==> config.mk <==
export PLATFORM = sky130hd
export DESIGN_NAME = onehot_codec
export DESIGN_NICKNAME = d
export VERILOG_FILES = /design/src/rtl/onehot_codec_pkg.sv /design/src/rtl/onehot_decoder.sv /design/src/rtl/onehot_codec.sv
export SDC_FILE = /design/constraint.sdc
export NUM_CORES = 1
export LEC_CHECK = 0
export CAP_MARGIN = 20
export CELL_PAD_IN_SITES_DETAIL_PLACEMENT = 1
export CELL_PAD_IN_SITES_GLOBAL_PLACEMENT = 1
export CORE_UTILIZATION = 21
export DETAILED_ROUTE_END_ITERATION = 10
export PLACE_DENSITY = 0.89
export SYNTH_ARGS = -nofsm -noshare
export SYNTH_HDL_FRONTEND = slang
export SYNTH_SLANG_ARGS = --single-unit
export TNS_END_PERCENT = 1
==> constraint.sdc <==
create_clock -name clk -period 1.55 [get_ports clk]
set_clock_uncertainty 0.15 [all_clocks]
set_input_delay 0.3875 -clock clk [delete_from_list [all_inputs] [get_ports clk]]
set_output_delay 0.3875 -clock clk [all_outputs]
set_load 0.05 [all_outputs]
==> src/rtl/onehot_codec_pkg.sv <==
// Shared constants and encode helpers for the one-hot codec.
package onehot_codec_pkg;

  localparam int unsigned DefaultN = 8;
  localparam int unsigned DefaultW = $clog2(DefaultN);

  // Index of the highest set bit; 0 for an all-zero vector.
  function automatic logic [DefaultW-1:0] f_prio_enc(input logic [DefaultN-1:0] v);
    logic [DefaultW-1:0] idx;
    idx = '0;
    for (int unsigned i = 0; i < DefaultN; i++) begin
      if (v[i]) idx = DefaultW'(i);
    end
    return idx;
  endfunction

  function automatic logic f_popcnt_ge2(input logic [DefaultN-1:0] v);
    logic seen;
    logic ge2;
    seen = 1'b0;
    ge2  = 1'b0;
    for (int unsigned i = 0; i < DefaultN; i++) begin
      if (v[i]) begin
        ge2  = ge2 | seen;
        seen = 1'b1;
      end
    end
    return ge2;
  endfunction

endpackage

==> src/rtl/onehot_decoder.sv <==
// Binary-to-one-hot decoder with enable; output is all-zero when disabled.
module onehot_decoder #(
  parameter int unsigned N = 8,
  parameter int unsigned W = $clog2(N)
) (
  input  logic [W-1:0] Y,
  input  logic         en,
  output logic [N-1:0] OD
);

  always_comb begin
    OD = '0;
    if (en) OD[Y] = 1'b1;
  end

endmodule

==> src/rtl/onehot_codec.sv <==
// Registered priority encoder chained to a one-hot decoder.
// Optional self-check enabled by defining ONEHOT_CODEC_CHECK_EN.
module onehot_codec
  import onehot_codec_pkg::*;
#(
  parameter int unsigned N = DefaultN,
  parameter int unsigned W = DefaultW
) (
  input  logic         clk,
  input  logic         rst,
  input  logic [N-1:0] I,
  output logic [W-1:0] Y,
  output logic         valid,
  output logic         multi,
  output logic [N-1:0] OD
`ifdef ONEHOT_CODEC_CHECK_EN
  ,
  output logic         mismatch
`endif
);

  logic [W-1:0] y_q;
  logic         valid_q;
  logic         multi_q;

  // Zero input naturally yields index 0 with valid and multi clear.
  always_ff @(posedge clk) begin
    if (rst) begin
      y_q     <= '0;
      valid_q <= 1'b0;
      multi_q <= 1'b0;
    end else begin
      y_q     <= f_prio_enc(I);
      valid_q <= |I;
      multi_q <= f_popcnt_ge2(I);
    end
  end

  assign Y     = y_q;
  assign valid = valid_q;
  assign multi = multi_q;

  onehot_decoder #(
    .N(N),
    .W(W)
  ) u_decoder (
    .Y (y_q),
    .en(valid_q),
    .OD(OD)
  );

`ifdef ONEHOT_CODEC_CHECK_EN
  logic [N-1:0] i_q;
  logic         mismatch_q;

  // i_q aligns with OD: both reflect the input captured at the previous edge.
  always_ff @(posedge clk) begin
    if (rst) begin
      i_q        <= '0;
      mismatch_q <= 1'b0;
    end else begin
      i_q        <= I;
      mismatch_q <= valid_q && !multi_q && (OD != i_q);
    end
  end

  assign mismatch = mismatch_q;

  always_ff @(posedge clk) begin
    if (!rst) assert ($onehot0(OD));
  end
`else
  // Checker state is absent in this build.
`endif

endmodule

## After elaboration in Yosys (flattened, before gate mapping)

Cells that the tools add are included.

| word-level totals | value |
|---|---|
| register bits after elaboration | 5 |
| input port bits | 10 |
| output and inout port bits | 13 |
| word-level logic and storage cells | 52 |
| memory bits (writable) | 0 |
| memories | 0 |
| latch bits | 0 |
| ROM bits | 0 |

| operators by class | value |
|---|---|
| add/subtract/negate cells | 0 |
| multiplexer cells | 38 |
| $lt $le $gt $ge | 2 |
| bitwise operators | 7 |
| div/mod/pow operators | 0 |
| eq/ne operators | 0 |
| reduce and logical (&&, ||, !) cells | 2 |
| shift-type cells | 0 |
| $mul | 0 |

Operators by type and width:

| operator | count |
|---|---|
| 1-bit two-way mux | 30 |
| 3-bit two-way mux | 6 |
| 8-bit two-way mux | 1 |
| 8-bit OR reduction | 1 |
| 1-bit OR | 7 |
| 3-bit by 4-bit less-than comparator with 1-bit output, second input constant | 1 |
| 1-bit demux with 3-bit select | 1 |
| 3-bit by 1-bit greater-or-equal comparator with 1-bit output, second input constant | 1 |
| 1-bit logical AND | 1 |

## Longest topological paths before layout

Gate-level depths: netlist of the first run.

| logic depth | value |
|---|---|
| word-level depth | 22 |
| mapped depth | 4 |
| gate-level depth less buffers | 4 |

## Modules after synthesis

A second synthesis of the first run with hierarchy kept.

| second synthesis, totals | value |
|---|---|
| cells, all modules | 36 |
| area total of the unflattened synthesis | 330.3 sq um |

By module, submodules not included:

| module | cells each | sequential area each (sq um) | times used | area an instance (sq um) |
|---|---|---|---|---|
| onehot_codec | 28 | 100.1 | 1 | 234.0 |
| onehot_decoder | 8 | 0.0 | 1 | 96.3 |

## Worst setup path before layout of the first run

Ideal clock, no wire load.

| path | value |
|---|---|
| path type | register to output |
| start | register valid_q (netlist: valid) |
| end | output port OD[1] |
| path slack | -0.879 ns |
| data arrival time | 1.892 ns |
| stages on the path, launching flop included | 3 |
| buffers on the path | 0 |
| required time | 1.012 ns |
| cells stage by stage | dfxtp_1 nand2_1 nor3_1 |

| on the way | value |
|---|---|
| longest elaborated chain between the ends | 1 |

Ends and longest elaborated chain:

| what | line | RTL |
|---|---|---|
| from (decl) | onehot_codec.sv:23 | `logic valid_q;` |
| from (signal assigned) | onehot_codec.sv:34 | `valid_q <= \|I;` |
| 8-bit two-way mux | onehot_decoder.sv:13 | `if (en) OD[Y] = 1'b1;` |
| to (decl) | onehot_codec.sv:15 | `output logic [N-1:0] OD` |

Every way passes these cells.

## Final worst setup path of the first run

| path | value |
|---|---|
| start | register y_q[0] (netlist: Y[0]) |
| end | output port OD[0] |

| on the way | value |
|---|---|
| longest elaborated chain between the ends | 5 |
| elaborated cells on any way between the ends | 6 |
| classes of those cells | order compare: 2; mux: 3; reduce/logical: 1 |

Ends and longest elaborated chain:

| what | line | RTL |
|---|---|---|
| from (decl) | onehot_codec.sv:22 | `logic [W-1:0] y_q;` |
| from (signal assigned) | onehot_codec.sv:33 | `y_q <= f_prio_enc(I);` |
| 3-bit by 4-bit less-than comparator with 1-bit output (not written as such) / 3-bit by 1-bit greater-or-equal comparator with 1-bit output (equally long branches) | onehot_decoder.sv:13 |  |
| 1-bit logical AND (not written as such) | onehot_decoder.sv:13 |  |
| 1-bit two-way mux (not written as such) | onehot_decoder.sv:13 |  |
| 1-bit demux with 3-bit select (*) | n/a |  |
| 8-bit two-way mux (*) | onehot_decoder.sv:13 |  |

Every way passes the cells marked *; elsewhere a longest branch is shown, timed or not.

==> results of run 1 <==
==> synth_stat cells, drive strengths merged <==
cell,n,area (um^2)
nor4,1,21.3
nor3,3,15.0
o21ai,3,15.0
a21oi,5,25.0
dfxtp,5,100
o22ai,1,6.26
a31oi,1,6.26
nand2b,4,25.0
nand2,3,11.3
inv,2,7.51
a211oi,2,15.0
nor2,8,30.0
o21bai,2,15.0
==> where the power goes <==
group / switching (mW) / total (mW) / internal (mW) / leakage (nW)
logic: 0.118 / 0.233 / 0.115 / 0.299
registers: 0.0219 / 0.159 / 0.137 / 0.0438
clock network: 0.0597 / 0.157 / 0.0977 / 0.0150
total: 0.200 / 0.549 / 0.349 / 0.358
==> through the flow <==
step | util, % | std cells | setup TNS (ps) | setup WS (ps)
2_1_floorplan | - | 40 | -331 | -58.1
4_1_cts | 66.7 | 89 | -494 | -103
6_report | 66.9 | 89 | -410 | -94.6
3_3_place_gp | 61.4 | 83 | -426 | -225
3_5_place_dp | 61.4 | 83 | -756 | -365
5_1_grt | 66.9 | 89 | -728 | -144
==> sequential cells by signal, indices dropped and copies added, names as in the netlist <==
signal and cells:
Y 3, multi 1, valid 1
==> critical path, stage by stage, from the launching register on <==
cell and delay, ps:
dfxtp_4 350, nand2b_4 190, nor3_4 160, buf_12 160
==> path summary, 6_finish.rpt <==
path / end / slack, ps
setup / recovery: OD[0] / -90
hold / removal: Y[1] / 460
==> cell usage in the layout (no fill, tap or decap) <==
master and instances:
buf_12 13, buf_4 8, nor2_4 6, a21oi_1 5
clkdlybuf4s50_1 5, dfxtp_4 4, nand2b_4 3, clkbuf_4 3
dlygate4sd2_1 3, nand2_4 2, nor3_4 2, a211oi_1 2
nor2_1 2, o21ai_0 2, o21bai_1 2, inv_1 2
nor3_1 1, nor4_4 1, nand2_1 1, o21ai_2 1
o22ai_1 1, a31oi_1 1, nand2b_1 1, clkbuf_1 1
dlymetal6s2s_1 1, dfxtp_1 1
==> area by class of cell <==
type / instances / area share, %
clock buffer: 4 / 3.02
sequential: 5 / 13.2
multi-input combinational: 33 / 33.8
tap: 15 / 2.16
inverter: 2 / 0.862
timing repair buffer: 30 / 47.0
==> logic make-up (layout without fill, tap and decap cells) <==
logic type             Yosys count  in the layout  share of synthesized area (%)
AOI/OAI and AO/OA               14             14                           28.2
buffers and inverters            2             36                           2.57
DFF                              5              5                           34.2
and+or+nand+nor                 19             19                           35.0
==> metal layers <==
layer | routed length [um] | up-vias
met5 | 0 | -
met4 | 14 | 0
met3 | 53 | 3
met2 | 757 | 23
met1 | 373 | 211
li1 | - | 211
==> timing repair <==
action,CTS,global route
pin swaps,2,2
setup buffers,2,0
resized for setup,12,1
setup endpoints to repair,9,10
==> summary.txt, run 1 <==
Die
  – Chip Width: 39.3 um
  – Die area: 1550 um^2
  – Die H: 39.3 um
  – FP Rows: 13
  – IO Pins: 23
  – Initial Util: 22.5%
  – Core Box Area: 1300 um^2

Drt
  – Vias: 448
  – First-pass detailed-route iteration total: 4
  – Antenna viol nets, final: 0
  – Drt wl/cell: 13.5 um
  – Via density: 5.03
  – DRC viols: 0
  – Final WL: 1200 um
  – Iteration-0 DRC count of the detailed router: 3

CTS
  – Reg clk slew, reported paths: 50 ps
  – Sink Count: 5
  – H-Tree Depth: 1
  – Post-CTS Hold Fix Bufs: 0
  – CTS Buffer Depth: 2
  – CTS root buf: clkbuf_4
  – Total CTS buffers: 3
  – TritonCTS clock tree: done

Cells and area
  – Design Area, Final: 871 um^2
  – Fill cells: 145
  – Multi-input logic area: 294 um^2
  – Storage element area: 115 um^2
  – # diodes: 0
  – # nets final: 85
  – Area delta synth->final: 197%
  – Layout cell share with drive strength beyond 1: 58.1%

Status
  – Status: finished, violations left
  – Violated checks: negative setup slack

STA
  – FMAX: 608 MHz
  – Min Hold Slack: 455 ps
  – Final setup margin: -94.6 ps
  – Final min period: 1640 ps
  – Final period util: 106%
  – Final Hold Viols: 0
  – Final setup vio count: 8
  – Slew Limit Fails: 0
  – RSZ-0062 raised after global routing: yes
  – Worst Tran Pin Value: 286 ps
  – Relative slew slack: 80.9%

Global route
  – Grt met1 use: 16.8%
  – Met3 Use GR: 5.11%
  – Vias in the first global route: 426
  – Gr busiest metal: met2
  – GRT overflow: 0
  – Largest net degree at the start of global routing: 7
  – Initial antenna violation count: 0
  – First-pass GRT wire length: 1930 um
  – Total GRT Usage: 19.6%
  – Grt met2 use: 39.6%

Critical path
  – Worst setup path startpoint: Y[0]
  – Nature of the critical path startpoint: register
  – Req. time, crit path: 1010 ps
  – CP Capture Type: primary output
  – Worst Path Max Fanout: 4
  – Setup Crit Path Kind: reg -> out
  – Arrival time worst endpoint: 1110 ps

Flow run
  – Max-cap viol count: 0

Power
  – Power Density: 631 nW/um^2
  – Worst vdd ir: 0.398 mV
  – Static leakage power: 0.358 nW
  – Total Power: 0.549 mW

Placement
  – Gpl congestion: 0.697
  – Area after DPL: 800 um^2
  – IO Port Bufs: 22
  – Placed wire-length estimate: 937 um

Synth
  – Mean post-synth cell area: 7.32 um^2
  – Cell Area, Synth: 293 um^2
  – Sequential element share of the synthesized area: 34.2%
  – Netlist cell types: 14
  – Seq cells post-synth: 5
  – Syn Nets: 50
  – Synth Instances: 40
  – Synth warn: 0

Hold path
  – Worst hold-check path type: in -> reg
  – Hold depth: 3
  – Hold_sp: I[2]
(Power assumes the default switching activity.)
==> inputs of run 2 (changes only) <==
Settings changed: CORE_UTILIZATION 21 to 19, PLACE_DENSITY 0.89 to 0.82.
Clock period 1.55 ns to 1.6 ns, I/O delays scaled along.
==> run 2 against run 1 <==
The flow still finishes with violations (negative setup slack). Global-route usage shrank 5.1 points. Combinational power shrank 6%. Die area grew 10%. Worst setup slack gained 41 ps. Sequential cell count is the same. Non-clock buffer count shrank 3. Total power shrank 6.3%. Sequential power is essentially flat. Highest routed layer is now met3. Critical endpoint unchanged. Critical path type unchanged.
==> summary.txt, run 2 (synthesis results as in run 1) <==
Global route
  – Total GRT Usage: 14.5% (-5.1 points)
  – First-pass GRT wire length: 1590 um (-17%)
  – Vias in the first global route: 392 (-8.0%)
  – Initial antenna violation count: 0 (unchanged)
  – Grt met1 use: 13.6% (-3.2 points)
  – Grt met2 use: 30.9% (-8.7 points)
  – GRT overflow: 0 (unchanged)
  – Met3 Use GR: 1.63% (-3.5 points)
  – Gr busiest metal: met2
  – Largest net degree at the start of global routing: 7 (unchanged)

STA
  – Final Hold Viols: 0 (unchanged)
  – RSZ-0062 raised after global routing: yes
  – Relative slew slack: 83.1% (+2.3 points)
  – Final setup TNS: -138 ps (+273 ps)
  – Slew Limit Fails: 0 (unchanged)
  – Final setup vio count: 6 (-2)
  – Final setup margin: -54.0 ps (+40.7 ps)
  – Min Hold Slack: 609 ps (+153 ps)
  – FMAX: 605 MHz
  – Worst Tran Pin Value: 252 ps (-34.1 ps)
  – Final period util: 103%
  – Final min period: 1650 ps

CTS
  – Total CTS buffers: 3 (unchanged)
  – Sink Count: 5 (unchanged)
  – CTS Buffer Depth: 2 (unchanged)
  – Reg clk slew, reported paths: 40 ps (about the same)
  – Post-CTS Hold Fix Bufs: 0 (unchanged)
  – Post-CTS Setup Inserts: 0 (-2)
  – CTS root buf: clkbuf_4
  – H-Tree Depth: 1 (unchanged)
  – TritonCTS clock tree: done

Critical path
  – Critical path buffers and inverters: 1 (unchanged)
  – Worst-path cell chain: nand2b_4 -> nor3_4 -> buf_12
  – CP Capture Type: primary output
  – Setup Crit Path Kind: reg -> out
  – Worst Path Max Fanout: 4 (unchanged)
  – Delay-heaviest family, CP: flip-flops
  – Crit path largest cell delay: 360 ps (about the same)
  – Critical path's slowest cell: dfxtp_4
  – Req. time, crit path: 1050 ps (+40 ps)
  – Nature of the critical path startpoint: register
  – Arrival time worst endpoint: 1100 ps (about the same)

Cells and area
  – # diodes: 0 (unchanged)
  – Area delta synth->final: 188%
  – Commonest cells after routing, fill and taps aside: buf_12 (13), clkdlybuf4s50_1 (8), nor2_4 (6)
  – Fill cells: 145 (unchanged)
  – Most common cell after layout, fill and taps aside: buf_12
  – Design Area, Final: 845 um^2 (-3.0%)
  – Layout Utilization: 61.8% (-5.1 points)
  – # nets final: 82 (-3.5%)
  – Layout cell share with drive strength beyond 1: 54.9% (-3.2 points)
  – Finished Layout Cells: 86 (-3.4%)
  – Max FFs per register: 3 (unchanged)

Drt
  – Final WL: 1050 um (-13%)
  – Iteration-0 DRC count of the detailed router: 2 (-1)
  – Antenna viol nets, final: 0 (unchanged)
  – First-pass detailed-route iteration total: 3 (-1)
  – Vias: 412 (-8.0%)
  – Drt wl/cell: 12.2 um (-9.7%)
  – DRC viols: 0 (unchanged)
  – Via density: 4.79 (-4.8%)

Flow run
  – Max-cap viol count: 0 (unchanged)

Die
  – Chip Width: 41.3 um (+4.9%)
  – IO Pins: 23 (unchanged)
  – Die H: 41.3 um (+4.9%)
  – FP Rows: 13 (unchanged)
  – Initial Util: 21.4% (-1.1 points)
  – Die area: 1700 um^2 (+10%)
  – Core Box Area: 1370 um^2 (+5.0%)

Power
  – Total Power: 0.515 mW (-6.3%)
  – Static leakage power: 0.329 nW (-8.1%)
  – Power Density: 610 nW/um^2 (-3.3%)
  – Worst vdd ir: 0.416 mV (+4.5%)

Placement
  – Gpl congestion: 0.687 (-1.4%)
  – Post-placement cell count: 82 (-1.2%)
  – Area after DPL: 792 um^2 (-0.94%)
  – Placed wire-length estimate: 861 um (-8.2%)
  – Worst slack, placed: -261 ps (+104 ps)
  – IO Port Bufs: 22 (unchanged)

Hold path
  – Worst hold-check path type: in -> reg

Status
  – Violated checks: negative setup slack
  – Status: finished, violations left
run 2: cell types whose count changed in the layout (fill, tap and decap cells not counted), sizes merged:
| cell | change |
|---|---|
| dlymetal6s2s | -1 |
| dlygate4sd2 | -2 |
| buf | -3 |
| clkdlybuf4s50 | +3 |
run 2: report_power, final:
group | internal, mW | switching, mW
clock network | 0.0940 | 0.0470
registers | 0.133 | 0.0233
logic | 0.109 | 0.109
total | 0.336 | 0.179
run 2: layout make-up:
class	count	area, um^2	area share, %
Inverter	2	7.51	0.889
Clock buffer	4	26.3	3.11
Tap cell	15	18.8	2.22
Timing Repair Buffer	27	387	45.8
Multi-Input combinational cell	33	290	34.4
Sequential cell	5	115	13.6
run 2: what timing repair did:
action	in CTS	in global routing
pin swaps	2	1
gates resized for setup	7	2
setup endpoints to repair	9	9
hold endpoints to repair	0	0
run 2: worst paths after layout:
| check | from | to | slack (ps) | cells past startpoint |
|---|---|---|---|---|
| setup / recovery | Y[0] | OD[0] | -50 | 3 |
| hold / removal | I[2] | valid | 610 | 3 |
run 2: layer usage:
metal,part of all wire [%],up-vias,routed length (um)
met5,0,-,0
met4,0,0,0
met3,4.1,0,43
met2,59,19,622
met1,36,190,380
li1,-,203,-
